===== config.mk =====
export PLATFORM = sky130hd
export DESIGN_NAME = pc_sequencer
export DESIGN_NICKNAME = d
export VERILOG_FILES = /design/src/rtl/pc_sequencer.sv
export SDC_FILE = /design/constraint.sdc
export NUM_CORES = 1
export LEC_CHECK = 0
export ABC_AREA = 1
export BUFFER_PORTS_ARGS = -buffer_cell sky130_fd_sc_hd__buf_4
export CAP_MARGIN = 10
export CORE_AREA = 8 8 89 71
export CTS_CLUSTER_DIAMETER = 100
export DETAILED_ROUTE_END_ITERATION = 10
export DIE_AREA = 0 0 97 79
export PLACE_DENSITY = 0.82
export RECOVER_POWER = 100
export SLEW_MARGIN = 15
export SYNTH_ARGS = -nofsm -noshare
export SYNTH_HDL_FRONTEND = slang
export SYNTH_SLANG_ARGS = --single-unit

===== constraint.sdc =====
create_clock -name clk -period 4.8 [get_ports clk]
set_input_delay 0.96 -clock clk [delete_from_list [all_inputs] [get_ports clk]]
set_output_delay 0.96 -clock clk [all_outputs]
set_load 0.05 [all_outputs]

===== src/rtl/pc_sequencer.sv =====
// Program counter with stall, branch, jump, call/return and circular return-address stack.
// Latency: a request sampled on a rising edge appears on pc_out after that edge; pc_plus_inc is combinational.
// Backpressure: stall freezes the PC, stack and flags, and that cycle's requests are dropped.
module pc_sequencer #(
    parameter int          PC_WIDTH  = 7,
    parameter int          INC       = 1,
    parameter int          OFF_WIDTH = 7,
    parameter int unsigned RESET_VEC = 0,
    parameter int          RAS_DEPTH = 4
) (
    input  logic                 clk,
    input  logic                 rst,
    input  logic                 stall,
    input  logic                 branch_taken,
    input  logic [OFF_WIDTH-1:0] branch_offset,
    input  logic                 jump,
    input  logic [PC_WIDTH-1:0]  jump_target,
    input  logic                 call,
    input  logic                 ret,
    output logic [PC_WIDTH-1:0]  pc_out,
    output logic [PC_WIDTH-1:0]  pc_plus_inc,
    output logic                 ras_empty,
    output logic                 ras_full,
    output logic                 ras_overflow,
    output logic                 ras_underflow
);

    localparam int PTR_W = $clog2(RAS_DEPTH);
    localparam int CNT_W = PTR_W + 1;

    logic [PC_WIDTH-1:0] pc_q;
    logic [PC_WIDTH-1:0] ras_mem [RAS_DEPTH];
    logic [PTR_W-1:0]    ptr_q;
    logic [CNT_W-1:0]    cnt_q;
    logic                ovf_q;
    logic                unf_q;

    logic [PTR_W-1:0]    pop_ptr;
    logic [PC_WIDTH-1:0] branch_pc;
    logic                cnt_zero;
    logic                cnt_full;
    logic                do_push;

    // Derived next-PC candidates and stack status; the offset is sign-extended to PC width.
    always_comb begin
        pc_plus_inc = pc_q + PC_WIDTH'(INC);
        branch_pc   = pc_plus_inc + PC_WIDTH'($signed(branch_offset));
        pop_ptr     = ptr_q - PTR_W'(1);
        cnt_zero    = (cnt_q == '0);
        cnt_full    = (cnt_q == CNT_W'(RAS_DEPTH));
        // A ret in the same cycle wins over call, so no push happens then.
        do_push     = !rst && !stall && !ret && call;
    end

    // PC, stack pointer, occupancy and sticky flags, in request priority order.
    always_ff @(posedge clk) begin
        if (rst) begin
            pc_q  <= PC_WIDTH'(RESET_VEC);
            ptr_q <= '0;
            cnt_q <= '0;
            ovf_q <= 1'b0;
            unf_q <= 1'b0;
        end else if (!stall) begin
            if (ret) begin
                if (!cnt_zero) begin
                    pc_q  <= ras_mem[pop_ptr];
                    ptr_q <= pop_ptr;
                    cnt_q <= cnt_q - CNT_W'(1);
                end else begin
                    // Nothing to return to: fall through sequentially and remember it.
                    pc_q  <= pc_plus_inc;
                    unf_q <= 1'b1;
                end
            end else if (call) begin
                pc_q  <= jump_target;
                ptr_q <= ptr_q + PTR_W'(1);
                if (cnt_full) begin
                    // Oldest entry was just overwritten; occupancy stays at depth.
                    ovf_q <= 1'b1;
                end else begin
                    cnt_q <= cnt_q + CNT_W'(1);
                end
            end else if (jump) begin
                pc_q <= jump_target;
            end else if (branch_taken) begin
                pc_q <= branch_pc;
            end else begin
                pc_q <= pc_plus_inc;
            end
        end
    end

    // Return-address storage; contents are meaningless until written, so it carries no reset.
    always_ff @(posedge clk) begin
        if (do_push) begin
            ras_mem[ptr_q] <= pc_plus_inc;
        end
    end

    // Status outputs come straight from registered state.
    always_comb begin
        pc_out        = pc_q;
        ras_empty     = cnt_zero;
        ras_full      = cnt_full;
        ras_overflow  = ovf_q;
        ras_underflow = unf_q;
    end

endmodule


==> metrics.md <==
| Metric | Value |
|---|---|
| Highest Signal Layer | `met4` |
| Global placement routability congestion | `0.871` |
| CP max stage delay | `0.50 ns` |
| Worst setup path start | `pc_out[0]` |
| Syn Area/Cell | `8.51 µm²` |
| Met2 wire len | `2.61 mm` |
| RSZ-0062 raised after global routing | `no` |
| CP Capture Type | `primary output` |
| Commonest non-fill, non-tap cell in the layout | `nand2_1` |
| Root buf cell | `clkbuf_8` |
| TritonCTS Buffers | `5` |
| Pre-CTS setup slack | `2.25 ns` |
| Post-Route WL | `5.81 mm` |
| Metal-1 WL | `2.70 mm` |
| Drt pass-1 iters | `4` |
| Initial antenna violation count | `0` |
| CTS tree | `yes` |
| # setup viols final | `0` |
| Final hold violation count | `0` |
| CP max stage cell | `clkbuf_1` |
| Worst-Skew Late Latency | `0.30 ns` |
| CTS Hold Bufs | `0` |
| Die ar. | `7660 µm²` |
| Clock buffer depth | `2` |
| Share of the synthesized area in the top cell type | `35.1%` |
| Buf+Inv Stages, Crit Path | `3` |
| Critical path required time | `3.84 ns` |
| Register bit total from synthesis | `42` |
| DR vias | `2,034` |
| Type of origin of the critical path | `register` |
| Layout cells sized above 1 | `12.1%` |
| Ant diodes | `0` |
| Initial drt markers | `117` |
| I/O pin cnt | `39` |
| Fillcell total | `470` |
| Worst vdd ir | `0.000190 V` |
| Pins Over Slew Limit | `0` |
| CTS sink cnt | `42` |
| Post-route setup TNS | `0 ns` |
| Post-CTS Setup Bufs | `0` |
| Leading area contributor after synthesis | `edfxtp_1` |
| Number of synthesized flops with an enable pin | `28` |
| Row count | `23` |
| Most used cell, CP | `inv_1` |
| Sequential-to-total area share from yosys stat | `46.9%` |
| CP arrival | `2.09 ns` |
| Cell Pwr Density | `352 nW/µm²` |
| Largest net degree at the start of global routing | `20` |
| DRC | `0` |
| Avg WL per Cell | `15.1 µm` |
| Cell Count, Final, Fillers Out | `384` |
| GRT Total Usage | `15.4%` |
| Mapped Cells | `281` |
| Worst clock skew | `0.00688 ns` |
| DP HPWL | `4.40 mm` |
| Worst path cell trace | `ha_1, inv_1, o21bai_1, nand2_1, inv_1, clkbuf_1` |
| Die width | `97 µm` |
| H-tree depth | `2` |
| Commonest non-fill, non-tap cells in the layout | `nand2_1 (56), inv_1 (37), edfxtp_1 (28), nor2_1 (27), o21ai_0 (21)` |
| Vias in the first global route | `1,947` |
| NumNets Final | `356` |
| CP top delay family | `buffers and inverters` |
| Synth unique cells | `31` |
| HP Class | `reg -> reg` |
| Pleak | `1.15 nW` |
| Final worst-path cycle share | `63.6%` |
| Syn_nets | `316` |
| Resized Gates After CTS | `0` |
| Post-Place Cells | `376` |
| Max_slew headroom | `51.4%` |
| Antenna Nets Post-Route | `0` |
| Max Cap Viol | `0` |
| Worst Path Max Fanout | `7` |
| Synthesized area | `2390 µm²` |
| Worst hold path startpoint | `ras_overflow` |
| Area grow syn2layout | `14.4%` |
| Tightest Pin Transition | `0.723 ns` |
| Setup WS post-layout | `1.75 ns` |
| Synth area leaders | `edfxtp_1 (35%), dfxtp_1 (12%), nand2_1 (8.8%)` |
| Fin crit period | `3.05 ns` |
| Worst-path clk slew | `0.08 ns` |
| Core area | `5040 µm²` |
| Starting Density | `47.5%` |
| Port buffer count | `38` |
| Fraction of registers with async set/reset | `0%` |
| Die height | `79 µm` |
| Predominant post-synthesis flop cell | `edfxtp_1` |
| Fmax achieved | `327 MHz` |
| Yosys warning total | `0` |
| First-pass GRT wire length | `9.58 mm` |
| Type of the worst setup path | `reg -> out` |
| Status | `finished, final reports clean` |
| DR WL met3 | `393 µm` |
| Grt ovf | `0` |
| Vias per cell | `5.30` |
| Reg2Reg Launch Point | `ptr_q[0]` |
[metal layers]
metal,vias to the layer above,global-route usage (%)
li1,1026,-
met3,13,4.16
met4,0,5.21
met2,63,24.4
met5,-,0
met1,932,19.9
[through the flow]
stage	cell area, µm²	hold slack, ns	power, W	util (%)
floorplan	2390	0.475	0.000630	-
global placement	2730	0.460	0.000710	54.2
detailed placement	2730	0.466	0.000715	54.2
CTS	2840	0.478	0.000986	56.4
global route	2740	0.491	0.00101	54.3
finish	2740	0.477	0.000964	54.3
[power by group]
group          switching (W)  internal, W  leakage [nW]
clock               0.000122     0.000155        0.0514
combinational       0.000189    0.0000777         0.727
sequential         0.0000165     0.000404         0.370
total               0.000328     0.000637          1.15
[flip-flops by register name, summed over array words and instances (netlist names)]
signal	flops
pc_out	7
ras_mem	28
ras_overflow	1
ptr_q	2
ras_underflow	1
cnt_q	3
[Yosys cell counts (2+ instances only)]
cell type and n:
a21oi_1 18, buf_2 5, dfxtp_1 14, edfxtp_1 28
fa_1 2, ha_1 12, inv_1 34, inv_2 9
nand2_1 56, nand3_1 19, nand4_1 4, nor2_1 25
nor2_2 3, nor2_4 2, o211ai_1 4, o21ai_0 14
o21ai_1 11, o22ai_1 5, xnor2_1 3, xor2_1 2
[path summary, 6_finish.rpt]
check,to,slack (ns),cells past startpoint
max reg2reg,pc_out[1],2.07,9
max,pc_plus_inc[4],1.75,6
min reg2reg,ras_overflow,0.48,2
min,ras_overflow,0.48,2
[worst min-delay path, stage by stage, from the launching register on]
cell	delay, ns
dfxtp_1	0.32
nand2_1	0.06
o21ai_1	0.05
[cell families (layout without fill, tap and decap cells)]
family / Yosys count / count (layout) / share of synthesized area (%)
and+or+nand+nor: 111 / 111 / 20.6
AOI/OAI and AO/OA: 60 / 60 / 14.8
buffers and inverters: 49 / 90 / 7.95
DFF: 42 / 42 / 46.9
adders and majority gates: 14 / 14 / 7.95
xor gates and xnor gates: 5 / 5 / 1.83
[area by class of cell]
class                           instances  area [µm²]  area share [%]
Tap cell                               62        77.6            2.83
Multi-Input combinational cell        190        1040            38.2
Timing Repair Buffer                   38         218            7.96
Clock buffer                            6        72.6            2.65
Inverter                               44         165            6.04
Sequential cell                        42        1120            41.0
Clock inverter                          2        37.5            1.37
Note: power is estimated with default switching activity, not from simulation.
